## src/rtl/exu_gpr_wb_arb.sv

```systemverilog
// exu_gpr_wb_arb: round-robin writeback arbiter for the shared GPR write port.
// Grants one handler request per cycle, holds it in a one-entry writeback
// stage, drives the GPR write port from that stage, and forwards the staged
// value to the two read-port lookups.
// Ports:
//   clk, rst_n                       clock, async active-low reset
//   wreq_vld/idx/data, wreq_rdy      per-channel write requests and grant
//   wb_stall                         freeze the stage, block grants and writes
//   gpr_w_en/idx/data                GPR write port
//   fwd_idx0/1, fwd_hit0/1, fwd_data0/1  read-port forwarding lookups
module exu_gpr_wb_arb #(
  parameter int unsigned CHN_NUM = 4,
  parameter int unsigned XLEN    = 32,
  parameter int unsigned IDX_W   = 5
) (
  input  logic                     clk,
  input  logic                     rst_n,
  input  logic [CHN_NUM-1:0]       wreq_vld,
  input  logic [CHN_NUM*IDX_W-1:0] wreq_idx,
  input  logic [CHN_NUM*XLEN-1:0]  wreq_data,
  output logic [CHN_NUM-1:0]       wreq_rdy,
  input  logic                     wb_stall,
  output logic                     gpr_w_en,
  output logic [IDX_W-1:0]         gpr_w_idx,
  output logic [XLEN-1:0]          gpr_w_data,
  input  logic [IDX_W-1:0]         fwd_idx0,
  input  logic [IDX_W-1:0]         fwd_idx1,
  output logic                     fwd_hit0,
  output logic                     fwd_hit1,
  output logic [XLEN-1:0]          fwd_data0,
  output logic [XLEN-1:0]          fwd_data1
);

  localparam int unsigned PTR_W = (CHN_NUM > 1) ? $clog2(CHN_NUM) : 1;
  localparam int unsigned SUM_W = PTR_W + 1;

  logic [PTR_W-1:0] ptr_q, ptr_d;
  logic             stg_vld_q, stg_vld_d;
  logic [IDX_W-1:0] stg_idx_q, stg_idx_d;
  logic [XLEN-1:0]  stg_data_q, stg_data_d;

  logic [IDX_W-1:0]   req_idx  [CHN_NUM];
  logic [XLEN-1:0]    req_data [CHN_NUM];
  logic [CHN_NUM-1:0] rdy_c;
  logic               gnt_vld_c;
  logic [PTR_W-1:0]   gnt_ch_c;
  logic [SUM_W-1:0]   scan_c;
  logic [IDX_W-1:0]   gnt_idx_c;
  logic [XLEN-1:0]    gnt_data_c;

  // Unpack the flat request buses into per-channel views.
  always_comb begin
    for (int unsigned i = 0; i < CHN_NUM; i++) begin
      req_idx[i]  = wreq_idx[i*IDX_W +: IDX_W];
      req_data[i] = wreq_data[i*XLEN +: XLEN];
    end
  end

  // Round-robin scan starting at ptr, wrapping modulo CHN_NUM; first valid wins.
  always_comb begin
    rdy_c     = '0;
    gnt_vld_c = 1'b0;
    gnt_ch_c  = '0;
    scan_c    = '0;
    if (!wb_stall) begin
      for (int unsigned k = 0; k < CHN_NUM; k++) begin
        scan_c = SUM_W'(ptr_q) + SUM_W'(k);
        if (scan_c >= SUM_W'(CHN_NUM)) begin
          scan_c = scan_c - SUM_W'(CHN_NUM);
        end
        if (!gnt_vld_c && wreq_vld[scan_c[PTR_W-1:0]]) begin
          gnt_vld_c = 1'b1;
          gnt_ch_c  = scan_c[PTR_W-1:0];
        end
      end
    end
    if (gnt_vld_c) begin
      rdy_c[gnt_ch_c] = 1'b1;
    end
  end

  assign gnt_idx_c  = req_idx[gnt_ch_c];
  assign gnt_data_c = req_data[gnt_ch_c];

  // Next state: pointer advance past the winner, stage load unless stalled.
  // A granted write to x0 is accepted but never marks the stage valid.
  always_comb begin
    ptr_d      = ptr_q;
    stg_vld_d  = stg_vld_q;
    stg_idx_d  = stg_idx_q;
    stg_data_d = stg_data_q;
    if (!wb_stall) begin
      stg_vld_d  = gnt_vld_c & (gnt_idx_c != '0);
      stg_idx_d  = gnt_vld_c ? gnt_idx_c  : '0;
      stg_data_d = gnt_vld_c ? gnt_data_c : '0;
    end
    if (gnt_vld_c) begin
      ptr_d = (gnt_ch_c == PTR_W'(CHN_NUM - 1)) ? '0 : gnt_ch_c + PTR_W'(1);
    end
  end

  // State registers.
  always_ff @(posedge clk or negedge rst_n) begin
    if (!rst_n) begin
      ptr_q      <= '0;
      stg_vld_q  <= 1'b0;
      stg_idx_q  <= '0;
      stg_data_q <= '0;
    end else begin
      ptr_q      <= ptr_d;
      stg_vld_q  <= stg_vld_d;
      stg_idx_q  <= stg_idx_d;
      stg_data_q <= stg_data_d;
    end
  end

  assign wreq_rdy   = rdy_c;
  assign gpr_w_en   = stg_vld_q & ~wb_stall;
  assign gpr_w_idx  = stg_idx_q;
  assign gpr_w_data = stg_data_q;

  // Forwarding stays valid while stalled; x0 lookups never hit.
  assign fwd_hit0  = stg_vld_q & (stg_idx_q == fwd_idx0) & (fwd_idx0 != '0);
  assign fwd_hit1  = stg_vld_q & (stg_idx_q == fwd_idx1) & (fwd_idx1 != '0);
  assign fwd_data0 = stg_data_q;
  assign fwd_data1 = stg_data_q;

endmodule

```

## config.mk

```make
export PLATFORM = sky130hd
export DESIGN_NAME = exu_gpr_wb_arb
export DESIGN_NICKNAME = d
export VERILOG_FILES = /design/src/rtl/exu_gpr_wb_arb.sv
export SDC_FILE = /design/constraint.sdc
export NUM_CORES = 1
export LEC_CHECK = 0
export CAP_MARGIN = 20
export CORE_AREA = 2 2 106 108
export CTS_CLUSTER_SIZE = 16
export DETAILED_ROUTE_END_ITERATION = 6
export DIE_AREA = 0 0 108 110
export HOLD_SLACK_MARGIN = 0.03
export PLACE_DENSITY_LB_ADDON = 0.1
export SYNTH_ARGS = -nofsm -noshare
export SYNTH_HDL_FRONTEND = slang
export SYNTH_SLANG_ARGS = --single-unit
```

## constraint.sdc

```tcl
create_clock -name clk -period 2.78 [get_ports clk]
set_clock_uncertainty 0.15 [all_clocks]
set_input_delay 0.556 -clock clk [delete_from_list [all_inputs] [get_ports clk]]
set_output_delay 0.556 -clock clk [all_outputs]
set_load 0.01 [all_outputs]
```

Word-level counts from Yosys, hierarchy flattened
Cells that the tools add are included.
Widths: inputs -> output; s select.
{"block": "word_totals", "ff_bits": 40, "in_bits": 165, "output_inout_bits": 108, "wordCells": 85}
{"block": "classes", "addsub": 8, "order_cmp": 11, "eq_ne": 3, "mux": 41, "bitwise": 8, "n_reduce_logical": 10}
{"cell": "$mux 32", "count": 3}
{"cell": "$bmux 32 s2", "count": 1}
{"cell": "$mux 2", "count": 14}
{"cell": "$lt 2x3->1 const B", "count": 5}
{"cell": "$mux 5", "count": 3}
{"cell": "$reduce_bool 5->1", "count": 3}
{"cell": "$mux 1", "count": 13}
{"cell": "$ge 3x3->1 const B", "count": 4}
{"cell": "$bmux 5 s2", "count": 1}
{"cell": "$eq 5x5->1", "count": 2}
{"cell": "$bmux 1 s2", "count": 4}
{"cell": "$sub 2x1->2 const B", "count": 4}
{"cell": "$add 2x2->3 const B", "count": 2}
{"cell": "$and 1x1->1", "count": 6}
{"cell": "$logic_and 1x1->1", "count": 4}
{"cell": "$mux 4", "count": 1}
{"cell": "$add 2x1->3 const B", "count": 1}
{"cell": "$ge 2x3->1 const B", "count": 1}
{"cell": "$logic_not 1->1", "count": 3}
{"cell": "$not 2->3", "count": 1}
{"cell": "$add 2x1->2 const B", "count": 1}
{"cell": "$demux 1 s2", "count": 1}
{"cell": "$eq 2x2->1 const B", "count": 1}
{"cell": "$ge 2x1->1 const B", "count": 1}
{"cell": "$not 1->1", "count": 1}

Longest topological paths before layout
Gate-level depths: netlist of run 1.
{"block": "depth", "depth_word": 25, "mapped_depth": 9}

Worst setup path after synthesis of run 1
No wires, ideal clock.
{"block": "synth_timing", "path_type": "input-to-output", "from": "input port wb_stall", "to": "output port wreq_rdy[0]", "arrival_ns": 1.778, "slack_ns": 0.296, "cell_stages": 8, "cell_sequence": "clkbuf_1 nor2_1 o211a_1 buf_2 buf_2 inv_1 ha_1 and2_1"}
{"block": "synth_via", "elab_chain_len": 6, "word_cells_on_any_way": 8, "classes_between": "order compare: 2; mux: 5; reduce/logical: 1"}
{"item": "from (decl)", "line": "22", "source": "input logic wb_stall,"}
{"item": "$mux 2", "line": "65", "source": "if (!wb_stall) begin"}
{"item": "$lt 2x3->1 (not written as such) / $ge 2x1->1 (equally long branches)", "line": "78", "source": "rdy_c[gnt_ch_c] = 1'b1;"}
{"item": "$logic_and 1x1->1 (not written as such)", "line": "78"}
{"item": "$mux 1 (not written as such)", "line": "78"}
{"item": "$demux 1 s2", "line": "78"}
{"item": "$mux 4 (*)", "line": "77", "source": "if (gnt_vld_c) begin"}
{"item": "to (decl)", "line": "21", "source": "output logic [CHN_NUM-1:0] wreq_rdy,"}
Mark *: on every way between the ends. The rest lies on a longest branch, timed or not.

Final worst setup path of run 1
{"block": "layout_timing", "from": "input port wreq_vld[0]", "to": "output port wreq_rdy[0]"}
{"block": "layout_via", "elab_chain_len": 21, "word_cells_on_any_way": 33, "classes_between": "order compare: 2; mux: 24; reduce/logical: 7"}
{"item": "from (decl)", "line": "18", "source": "input logic [CHN_NUM-1:0] wreq_vld,"}
{"item": "$bmux 1 s2", "line": "71", "source": "if (!gnt_vld_c && wreq_vld[scan_c[PTR_W-1:0]]) begin"}
{"item": "$mux 1 (not written as such)", "line": "71"}
{"item": "$mux 1", "line": "71"}
{"item": "$mux 1", "line": "65"}
{"item": "$logic_not 1->1", "line": "71"}
{"item": "$logic_and 1x1->1", "line": "71"}
{"item": "$mux 1", "line": "71"}
{"item": "$mux 1", "line": "65"}
{"item": "[5 not listed]"}
{"item": "$logic_and 1x1->1", "line": "71"}
{"item": "$mux 2", "line": "71"}
{"item": "$mux 2", "line": "65"}
{"item": "$lt 2x3->1 (not written as such) / $ge 2x1->1 (equally long branches)", "line": "78"}
{"item": "$logic_and 1x1->1 (not written as such)", "line": "78"}
{"item": "$mux 1 (not written as such)", "line": "78"}
{"item": "$demux 1 s2", "line": "78"}
{"item": "$mux 4 (*)", "line": "77"}
Mark *: on every way between the ends. The rest lies on a longest branch, timed or not. The select of a mux whose other input is x is not followed.

==> results of run 1 <==
[synthesized netlist by cell type (2+ instances only)]
library cell  number  area share [%]
and2_1             4            0.79
nor2b_1            2            0.40
mux4_2            32              23
xor2_1             6             1.7
inv_1              4            0.48
dfrtp_1           40              32
o21ai_0            4            0.63
mux2i_1            8             2.5
buf_2              5            0.79
nor2_1             2            0.24
buf_4             64              15
nor4_1             5            0.99
ha_1               4             1.6
a21oi_1            8             1.3
clkbuf_1          10             1.2
and3_1             2            0.40
nand2_1           17             2.0
nor3_1             2            0.32
a22o_1            36              10
xnor2_1            2            0.56
buf_6              4             1.4
[registers in the layout (all words and copies together) (netlist names)]
name,flops
stg_vld_q,1
ptr_q,2
fwd_data0,32
gpr_w_idx,5
[cells by family after synthesis]
kind of cell    count (synthesis)
mux                            40
buf+inv                        87
compound gates                 54
fa+ha+maj                       4
flops                          40
simple gates                   38
xor+xnor                        8
[per-stage QoR]
step / setup slack, ns / cells / total power (uW) / TNS [ns]
after detailed placement: -0.505 / 617 / 2390 / -16.19
after CTS: 0.00273 / 631 / 2870 / 0
after global placement: -0.452 / 617 / 2370 / -13.57
after floorplan: 0.296 / 271 / 1680 / 0
after global routing: 0.0274 / 631 / 3010 / 0
final: 0.108 / 631 / 2820 / 0
[worst max-delay path by stage]
stage | cells after the start | slack (ns) | start | end
after global placement | 9 | -0.45 | wreq_vld[1] | wreq_rdy[2]
final | 9 | 0.11 | wreq_vld[0] | wreq_rdy[0]
after detailed placement | 8 | -0.50 | wreq_vld[1] | wreq_rdy[0]
after floorplan | 8 | 0.30 | wb_stall | wreq_rdy[0]
after CTS | 9 | 0.003 | wreq_vld[2] | wreq_rdy[3]
after global routing | 9 | 0.03 | wreq_vld[0] | wreq_rdy[2]
[power groups by stage]
| stage | sequential, uW | clock (uW) | combinational, uW |
|---|---|---|---|
| 2_1_floorplan | 862 | 0 | 818 |
| 3_3_place_gp | 846 | 0 | 1530 |
| 3_5_place_dp | 850 | 0 | 1540 |
| 4_1_cts | 841 | 426 | 1600 |
| 5_1_grt | 862 | 455 | 1700 |
| 6_report | 836 | 405 | 1580 |
[routing by layer]
layer	GRT usage, %	wire, um	up-vias
li1	-	-	1385
met4	3.02	87	0
met2	34.9	6070	150
met1	21.3	4170	1493
met5	0	0	-
met3	5.11	1000	7
[critical path: stages]
cell and delay [ns]:
dlygate4sd2_1 0.28, nor4_2 0.29, buf_4 0.17, nor2_4 0.04, o211a_4 0.16, inv_1 0.08, ha_1 0.14, and2_1 0.13
clkbuf_2 0.13
[area by class of cell]
type                    instances  area, sq um  share of cell area [%]
repair buffers                295         2940                    50.5
inverters                       4         15.0                   0.258
flip-flops and latches         40         1000                    17.2
multi-input cells             144         1600                    27.4
well taps                     140          175                    3.01
clock buffers                   7         86.3                    1.48
clock inverters                 1         7.51                   0.129
[timing repair]
action	in CTS	in global routing
resized for setup	31	13
pin swaps	5	2
gates cloned	2	0
endpoints found under the hold margin	0	0
setup endpoints to repair	37	11
setup buffers	5	0
==> run_results.csv, run 1 <==
group,metric,value,unit
hold_path,hold_class,"input pin to async pin",
grt,grt_pass1_wl,16.9,mm
worst_setup_path,cp.arrival,1.97,ns
grt,grt_max_degree,41,
run,drv_cap,0,
power,seq_power_share,29.6,%
worst_setup_path,cp_data_required_time,2.07,ns
logic_synthesis,synth_compound_area_share,13.8,%
logic_synthesis,yosysUniqueCellTypes,31,
sta,max_freq,374,MHz
cells_and_area,design_area,5820,sq um
clocking,cts_num_sinks,40,
logic_synthesis,ys.flop_type,"dfrtp_1",
clocking,holdBufCountCts,0,
power,internal_power,1930,uW
cells_and_area,layout.nets,659,
logic_synthesis,synth_edf_count,0,
worst_setup_path,r2r_start,"ptr_q[1]",
floorplanning,die-area,11900,sq um
grt,antenna_found_initial,0,
logic_synthesis,yosys_warnings,0,
logic_synthesis,synth.avg_cell_area,11.6,sq um
drt,wl,11.3,mm
drt,num_vias,3035,
floorplanning,die_y,110,um
clocking,clkTransAtPathRegs,0.07,ns
place,routabilityCongestion,0.736,
clocking,cts_made_buffers,5,
clocking,clockBufferDepth,2,
cells_and_area,drive_gt1_share,16.9,%
logic_synthesis,synth_async_sr_flop_share,100,%
worst_setup_path,r2r_setup_slack,0.20,ns
drt,drtAntennaViolNets,0,
logic_synthesis,synthAdderAreaFrac,1.59,%
floorplanning,ios,273,
sta,drv_slew,0,
grt,grt_remaining_overflow,0,
power,clkPwrFrac,14.3,%
worst_setup_path,end_kind,"output pin",
clocking,clk-insertion-delay-late,0.28,ns
sta,final_hold_viol_count,0,
place,port_buffers,272,
floorplanning,row_count,38,
cells_and_area,post-route-util,54.4,%
cells_and_area,diodes,0,
sta,period_minus_slack,2.67,ns
clocking,htreeDepth,2,
worst_setup_path,path_max_fanout,5,
cells_and_area,layout_common_cells,"clkdlybuf4s50_1 (260), dfrtp_1 (40), a22o_1 (36), mux4_2 (32)",
logic_synthesis,synth_area,3160,sq um
power,power_frac_comb,56.0,%
power,power.switching,897,uW
drt,drt_iter0_markers,63,
logic_synthesis,synth-simple-area-share,6.23,%
logic_synthesis,syn_nets,440,
worst_setup_path,r2r-end,"fwd_data0[26]",
place,placedInstanceArea,5600,sq um
floorplanning,die_x,108,um
sta,report.final.setup_viol,0,
floorplanning,start_util,29.5,%
power,p_sw_share,31.8,%
sta,finalCritPeriodShare,96.1,%
sta,worst_pin_slew,0.942,ns
worst_setup_path,cp-start-kind,"input pin",
logic_synthesis,synthXorXnorAreaFrac,2.22,%
drt,drcViolationCount,0,
cells_and_area,final_common_cell,"clkdlybuf4s50_1",
power,leakage,0.00232,uW
sta,hold_ws,0.249,ns
worst_setup_path,worstSetupPathType,"input pin to output pin",
floorplanning,coreArea,10700,sq um
drt,viasPerCell,4.81,
sta,slew-limit-headroom,37.2,%
worst_setup_path,reg2regPathDepth,9,
power,power_density,485,nW/um^2
logic_synthesis,muxShareOfSynthArea,25.4,%
place,dp_hpwl,8.67,mm
logic_synthesis,synth_seq_area_share,31.7,%
logic_synthesis,synth_top_family_by_area,"multiplexers",
cells_and_area,area_delta_synth_final,84.6,%
grt,track_usage,18.5,%
drt,dr.pass1.iters,4,
power,max-vdd-ir-drop,0.215,mV
drt,post_drt_wl_per_cell,18.0,um
grt,grt_pass1_vias,3145,
logic_synthesis,synthCells,271,
cells_and_area,n_fill_cell,959,
clocking,clockRootBuffer,"clkbuf_8",
logic_synthesis,ys_ff_latch,40,
run_status,status,"finished, final reports clean",
clocking,cts_tree,"yes",
sta,rsz0062_at_grt,"no",
Note: power is estimated with default switching activity, not from simulation.
==> inputs of run 2 (changes only) <==
--- a/config.mk
+++ b/config.mk
@@ -6,10 +6,11 @@
 export NUM_CORES = 1
 export LEC_CHECK = 0
 export CAP_MARGIN = 20
-export CORE_AREA = 2 2 106 108
+export CORE_AREA = 2 2 107 109
+export CTS_BUF_LIST = sky130_fd_sc_hd__clkbuf_8
 export CTS_CLUSTER_SIZE = 16
 export DETAILED_ROUTE_END_ITERATION = 6
-export DIE_AREA = 0 0 108 110
+export DIE_AREA = 0 0 109 111
 export HOLD_SLACK_MARGIN = 0.03
 export PLACE_DENSITY_LB_ADDON = 0.1
 export SYNTH_ARGS = -nofsm -noshare
==> run 2 against run 1 <==
Net effect: via count down 0.79%; wire length down 2.2%; worst setup slack worse by 0.054 ns; cell count up 1.1%; total power down 1.1%; hold slack worse by 0.080 ns; flip-flop and latch count unchanged; utilization down 1.9 points; sequential share of layout area about the same; clock power down 2%; critical path depth up 1; fmax down 2.0%.
==> run_results.csv, run 2 (same netlist as run 1, synthesis figures left out) <==
group,metric,value,unit
worst_setup_path,cp-start-kind,"input pin",
sta,finalCritPeriodShare,98.1,%
cells_and_area,multi_input_area,1620,sq um
worst_setup_path,cpPeakStageDelay,0.32,ns
cells_and_area,drive_gt1_share,17.8,%
grt,grt_remaining_overflow,0,
sta,worst_pin_slew,0.551,ns
worst_setup_path,cp_slowest_cell,"nor4_2",
grt,antenna_found_initial,0,
place,routabilityCongestion,0.769,
floorplanning,ios,273,
grt,grt_pass1_vias,3082,
run,drv_cap,0,
cells_and_area,n_fill_cell,986,
worst_setup_path,end_kind,"output pin",
sta,final.setup.tns,0,ns
clocking,cts_tree,"yes",
clocking,clk-insertion-delay-late,0.29,ns
place,port_buffers,272,
drt,num_vias,3011,
sta,final_hold_viol_count,0,
grt,grt_max_degree,41,
drt,dr.pass1.iters,4,
grt,grt_use_met2,33.0,%
floorplanning,die_y,111,um
drt,viasPerCell,4.72,
power,power_density,480,nW/um^2
sta,period_minus_slack,2.73,ns
floorplanning,start_util,28.5,%
grt,met3_usage,4.12,%
place,dp_hpwl,8.49,mm
worst_setup_path,r2r_setup_slack,0.35,ns
drt,drt_iter0_markers,108,
cells_and_area,regArea,1000,sq um
power,max-vdd-ir-drop,0.234,mV
sta,report.final.setup_viol,0,
hold_path,hold_class,"input pin to async pin",
clocking,clockRootBuffer,"clkbuf_8",
sta,drv_slew,0,
run_status,status,"finished, final reports clean",
drt,post_drt_wl_per_cell,17.4,um
floorplanning,die-area,12100,sq um
clocking,cts_made_buffers,5,
grt,use_met1,20.5,%
cells_and_area,fin_cells,638,
place,dp.cells,623,
worst_setup_path,r2r-end,"fwd_data0[16]",
worst_setup_path,worstSetupPathType,"input pin to output pin",
sta,hold_ws,0.169,ns
cells_and_area,diodes,0,
floorplanning,die_x,109,um
drt,wl,11.1,mm
cells_and_area,layout.nets,663,
clocking,htreeDepth,2,
clocking,cts_num_sinks,40,
clocking,clockBufferDepth,2,
clocking,clkTransAtPathRegs,0.09,ns
drt,drtAntennaViolNets,0,
worst_setup_path,reg2regPathDepth,7,
cells_and_area,largest_register_ffs,32,
worst_setup_path,path_max_fanout,5,
drt,drcViolationCount,0,
floorplanning,coreArea,11100,sq um
floorplanning,row_count,39,
power,leakage,0.00233,uW
grt,grt_pass1_wl,16.5,mm
sta,slew-limit-headroom,63.3,%
worst_setup_path,crit_chain,"clkdlybuf4s15_1 -> nor4_2 -> buf_4 -> nor2_4 -> o211a_4 -> buf_6 -> inv_4 -> ha_1 -> and2_1 -> buf_2",
worst_setup_path,r2r_start,"ptr_q[1]",
worst_setup_path,cp_data_required_time,2.07,ns
grt,top_usage_layer,"met2",
worst_setup_path,cp.arrival,2.02,ns
cells_and_area,layout_common_cells,"clkdlybuf4s50_1 (260), dfrtp_1 (40), a22o_1 (36), mux4_2 (32), buf_4 (24)",
worst_setup_path,cp-startpoint,"wreq_vld[3]",
clocking,holdBufCountCts,0,
grt,track_usage,17.7,%
cells_and_area,final_common_cell,"clkdlybuf4s50_1",
sta,max_freq,367,MHz
sta,rsz0062_at_grt,"yes",
cells_and_area,area_delta_synth_final,84.5,%
==> run 2: power by group <==
part / internal, uW / switching (uW)
Clock: 175 / 220
Sequential: 693 / 142
Combinational: 1010 / 552
Total: 1880 / 914
==> run 2: worst max path at each step <==
stage,end,slack (ns),cells after the start
3_3_place_gp,wreq_rdy[2],-0.49,9
5_1_grt,fwd_hit0,-0.03,7
4_1_cts,wreq_rdy[1],0.007,8
3_5_place_dp,wreq_rdy[2],-0.56,9
2_1_floorplan,wreq_rdy[0],0.30,8
6_report,wreq_rdy[0],0.05,10
==> run 2: metal layers <==
layer  wire length, um  share of wire [%]  vias up
li1                  -                  -     1396
met1              4220                 38     1487
met2              6020                 54      122
met3               746                6.7        6
met4                85               0.77        0
met5                 0                  0        -
==> run 2: final cells by class <==
type,instances,area share [%]
multi-input cells,144,27.9
clock inverters,3,0.322
clock buffers,5,1.18
inverters,4,0.301
flip-flops and latches,40,17.2
repair buffers,299,50.1
well taps,143,3.07
==> run 2: stage by stage <==
stage          area (sq um)  setup WS [ns]  util (%)  total power (uW)
6_report               5820         0.0532      52.5              2790
3_5_place_dp           5620         -0.563      50.7              2380
4_1_cts                5780        0.00656      52.2              2830
2_1_floorplan          3160          0.296         -              1680
3_3_place_gp           5620         -0.491      50.7              2380
5_1_grt                5820        -0.0289      52.5              2970
==> run 2: critical path: cells and delay by family <==
kind / cells / cell delay, ns
adders and majority gates: 1 / 0.13
AOI/OAI and AO/OA: 1 / 0.16
buffers and inverters: 5 / 0.69
and+or+nand+nor: 3 / 0.47
==> run 2: timing repair <==
| action | in CTS | in global routing |
|---|---|---|
| endpoints found under the setup margin | 30 | 29 |
| pin swaps | 5 | 3 |
| resized for setup | 29 | 15 |
| buffers inserted | 6 | 1 |
